`config.mk`:
```
export PLATFORM = sky130hd
export DESIGN_NAME = and_8bit_unit
export DESIGN_NICKNAME = d
export VERILOG_FILES = /design/src/rtl/and_8bit_unit_pkg.sv /design/src/rtl/and_8bit_unit_popcount_tree.sv /design/src/rtl/and_8bit_unit.sv
export SDC_FILE = /design/constraint.sdc
export NUM_CORES = 1
export LEC_CHECK = 0
export ABC_CLOCK_PERIOD_IN_PS = 1800
export CAP_MARGIN = 25
export CORE_MARGIN = 1
export CORE_UTILIZATION = 42
export DETAILED_ROUTE_END_ITERATION = 10
export PLACE_DENSITY_LB_ADDON = 0.2
export SYNTH_ARGS = -nofsm -noshare
export SYNTH_HDL_FRONTEND = slang
export SYNTH_SLANG_ARGS = --single-unit
```
`constraint.sdc`:
```
create_clock -name clk -period 1.8 [get_ports clk]
set_input_delay 0.36 -clock clk [delete_from_list [all_inputs] [get_ports clk]]
set_output_delay 0.36 -clock clk [all_outputs]
set_load 0.005 [all_outputs]
```
`src/rtl/and_8bit_unit_pkg.sv`:
```
// rtl/and_8bit_unit_pkg.sv - shared ALU constants, opcodes and result-flag type
package and_8bit_unit_pkg;

  localparam int ALU_WIDTH = 8;
  localparam int ALU_CNT_W = $clog2(ALU_WIDTH + 1);

  typedef enum logic [2:0] {
    ALU_OP_ADD = 3'd0,
    ALU_OP_AND = 3'd1,
    ALU_OP_OR  = 3'd2,
    ALU_OP_XOR = 3'd3
  } alu_op_e;

  // Flag bundle shared by the and/or/xor/add units at the default width
  typedef struct packed {
    logic                 zero;
    logic                 ones;
    logic [ALU_CNT_W-1:0] popcnt;
  } alu_flags_t;

endpackage

```
`src/rtl/and_8bit_unit_popcount_tree.sv`:
```
// rtl/and_8bit_unit_popcount_tree.sv - combinational popcount as a balanced adder tree
module popcount_tree #(
  parameter int WIDTH = 8,
  parameter int CNT_W = $clog2(WIDTH + 1)
) (
  input  logic [WIDTH-1:0] data_i,
  output logic [CNT_W-1:0] count_o
);

  // Heap-ordered tree: leaves at N-1..2N-2, padded with zeros up to a power of two
  localparam int N = 1 << $clog2(WIDTH);

  logic [CNT_W-1:0] node [2*N-1];

  genvar gi;
  generate
    for (gi = 0; gi < N; gi++) begin : g_leaf
      if (gi < WIDTH) begin : g_bit
        assign node[N-1+gi] = CNT_W'(data_i[gi]);
      end else begin : g_pad
        assign node[N-1+gi] = '0;
      end
    end
    for (gi = 0; gi < N-1; gi++) begin : g_sum
      assign node[gi] = node[2*gi+1] + node[2*gi+2];
    end
  endgenerate

  assign count_o = node[0];

endmodule

```
`src/rtl/and_8bit_unit.sv`:
```
// rtl/and_8bit_unit.sv - bitwise AND with combinational result and registered result/flags
module and_8bit_unit
  import and_8bit_unit_pkg::*;
#(
  parameter int WIDTH = ALU_WIDTH,
  parameter int CNT_W = $clog2(WIDTH + 1)
) (
  input  logic             clk,
  input  logic             rst_n,
  input  logic [WIDTH-1:0] a,
  input  logic [WIDTH-1:0] b,
  input  logic             in_valid,
  output logic [WIDTH-1:0] out,
  output logic [WIDTH-1:0] out_q,
  output logic             out_valid,
  output logic             zero_q,
  output logic             ones_q,
  output logic [CNT_W-1:0] popcnt_q
);

  logic [WIDTH-1:0] and_res;
  logic [CNT_W-1:0] pop;

  logic [WIDTH-1:0] res_d,   res_q;
  logic             valid_d, valid_q;
  logic             zero_d,  zero_q_r;
  logic             ones_d,  ones_q_r;
  logic [CNT_W-1:0] pop_d,   pop_q;

  assign and_res = a & b;
  assign out     = and_res;

  popcount_tree #(
    .WIDTH (WIDTH),
    .CNT_W (CNT_W)
  ) u_popcount_tree (
    .data_i  (and_res),
    .count_o (pop)
  );

  // Without in_valid the result and flags hold; only the valid strobe drops
  always_comb begin
    res_d   = res_q;
    zero_d  = zero_q_r;
    ones_d  = ones_q_r;
    pop_d   = pop_q;
    valid_d = in_valid;
    if (in_valid) begin
      res_d  = and_res;
      zero_d = (and_res == '0);
      ones_d = (and_res == '1);
      pop_d  = pop;
    end
  end

  always_ff @(posedge clk or negedge rst_n) begin
    if (!rst_n) begin
      res_q    <= '0;
      valid_q  <= 1'b0;
      zero_q_r <= 1'b0;
      ones_q_r <= 1'b0;
      pop_q    <= '0;
    end else begin
      res_q    <= res_d;
      valid_q  <= valid_d;
      zero_q_r <= zero_d;
      ones_q_r <= ones_d;
      pop_q    <= pop_d;
    end
  end

  assign out_q     = res_q;
  assign out_valid = valid_q;
  assign zero_q    = zero_q_r;
  assign ones_q    = ones_q_r;
  assign popcnt_q  = pop_q;

endmodule

```
==> results.yml <==
global_route:
  grt_use_met2_pct: 65.8
  top_usage_layer: "met2"
  grt_pass1_vias: 1022
  grtUsageMet3_pct: 5.00
  grt_overflow: 0
  track_usage_pct: 36.6
  grt_max_degree: 18
  antenna_found_initial: 0
  use_met1_pct: 39.3
  grt_pass1_wl_um: 5110
floorplanning:
  core_area_mm2: 0.00194
  num_rows: 16
  ios: 42
  initial_core_util_pct: 44.3
  die_w_um: 47.2
  die_y_um: 47.2
  fp.dieArea_mm2: 0.00223
critical_path:
  path_delay_family: "adder cells"
  required_ps: 2000
  rr_worst_depth: 1
  cp_max_fo: 2
  path_class: "input port to flop"
  critical_path_depth: 12
  path_buf_inv: 4
  endpoint_kind: "flop"
  critical-path-max-stage-delay_ps: 540
  cp.arrival_ps: 3230
  cp_slowest_cell: "fa_2"
  startpoint_type: "input port"
  crit_chain: "buf_6 -> and2_4 -> fa_1 -> inv_1 -> fa_1 -> inv_2 -> fa_2 -> ha_4 -> inv_2 -> fa_2 -> xnor2_1 -> mux2_4"
  r2r_slack_ps: 1010
timing:
  relSlewSlack_pct: 84.1
  hold_slack_ps: 359
  fin_crit_sh_pct: 168
  setup_viol: 4
  worst_slack_ps: -1230
  rsz0062_at_grt: "yes"
  tightestPinTransition_ps: 238
  report.final.slew_viol_count: 0
  finClkSkew_ps: 0
  max_freq_ghz: 0.330
  hold_violations: 0
  tns_ps: -4100
  timing.final.crit_period_ps: 3030
layout:
  area_growth_syn_to_layout_pct: 88.6
  layout-drive-gt1-share_pct: 49.3
  fin_util_pct: 83.5
  seq_area_um2: 375
  fin_nets: 177
  antenna_cells: 0
  fillers: 108
  multi_input_area_um2: 482
power_and_ir_drop:
  finalPower_mw: 1.09
  power_density_mw_per_mm2: 673
  vdd_drop_max_v: 0.000642
  total_leakage_power_nw: 0.790
synth:
  netlist_area_um2: 860
  synth-edff-count: 0
  synthTopCellsByArea: "dfrtp_1 44%, mux2_2 12%, fa_1 9.3%"
  synth_top_area_share_pct: 43.7
  async_flop_share_pct: 100
  synthTopCellsByCount: "16 x inv_1, 15 x dfrtp_1, 9 x mux2_2, 5 x ha_1, 5 x nand2_1"
  synth-seq-cells: 15
  synth_flop_cell: "dfrtp_1"
  netlist_instances: 74
  synth.net_count: 102
  ys_seq_area_share_pct: 43.7
  syn_area_per_cell_um2: 11.6
  yosysTopAreaCell: "dfrtp_1"
  synth_cell_types: 22
  synth_most_common_cell: "inv_1"
  yosys_warnings: 0
cts:
  cts-buffers-inserted: 3
  cts.htree.levels: 1
  cts.reportedPaths.clkPinSlew_ps: 100
  cts_buffer_depth: 2
  ctsRootBufferMaster: "clkbuf_4"
  insertion_delay_ps: 310
  hold_buffers: 0
  cts_sinks: 15
  cts_tree: "yes"
route:
  drtPass1Iterations: 4
  vias_per_cell: 5.11
  routed_wl_um: 3380
  num_vias: 894
  drc: 0
  post_drt_wl_per_cell_um: 19.3
  drt-initial-drc-count: 17
  ant_nets: 0
place:
  place_ws_ps: -1790
  port_buffers: 41
  post-dp-hpwl_um: 1660
  gp_congestion: 0.736
job:
  maxCapViolCount: 0
run_status:
  status: "finished, violations left"
  violations: "setup timing"
min_path:
  hold_path_class: "input port to asynchronous set/reset pin"
## stage by stage
stage | std cells | cell area (um2)
after floorplan | 74 | 876
after global placement | 155 | 1420
after detailed placement | 155 | 1420
after CTS | 186 | 1710
after global routing | 175 | 1620
final | 175 | 1620
## cells by family after synthesis
logic type / after synthesis / share of synthesized area [%]
buffers and inverters: 18 / 8.88
XOR/XNOR: 1 / 1.02
AND/OR/NAND/NOR: 16 / 12.5
flip-flops: 15 / 43.7
multiplexers: 10 / 13.0
AO/OA/AOI/OAI: 5 / 4.37
adder cells (fa/ha/maj): 9 / 16.6
## metal layers
layer | wire, um | vias up
li1 | - | 390
met5 | 0 | -
met1 | 1250 | 432
met4 | 188 | 0
met3 | 168 | 19
met2 | 1770 | 53
## final cells by class
| class | count | area share [%] |
|---|---|---|
| timing repair buffer | 72 | 39.7 |
| sequential | 15 | 23.1 |
| tap | 27 | 2.08 |
| inverter | 16 | 3.70 |
| multi-input combinational | 41 | 29.7 |
| clock buffer | 4 | 1.62 |
## placed cells by master, fill, tap and decap left out, drive strengths merged, types with 3 or more instances in the layout
cell type and count:
clkdlybuf4s50 26, nand4 3, and2 4, clkbuf 5
nand2 5, inv 16, dlygate4sd2 6, mux2 9
buf 37, ha 5, fa 4, dfrtp 15
## state kept, by name (all words and copies together) (netlist names)
name,count
zero_q,1
out_valid,1
ones_q,1
popcnt_q,4
out_q,8
## power by group
part	leakage (nW)	internal (mW)	switching, mW
combinational	0.582	0.283	0.177
clock	0.0150	0.0867	0.136
sequential	0.193	0.380	0.0280
## repair_timing
item,in CTS,in global routing
resized for setup,54,6
pin swaps,15,6
setup buffers,27,1
setup endpoints to repair,12,7
## worst paths after layout
kind,end,startpoint
min in group clk,ones_q,b[3]
setup reg to reg,out_q[1],out_q[1]
max in group asynchronous,popcnt_q[3],rst_n
hold / removal,out_valid,rst_n
setup / recovery,popcnt_q[2],b[0]
hold reg to reg,out_q[5],out_q[5]
(Power assumes the default switching activity.)
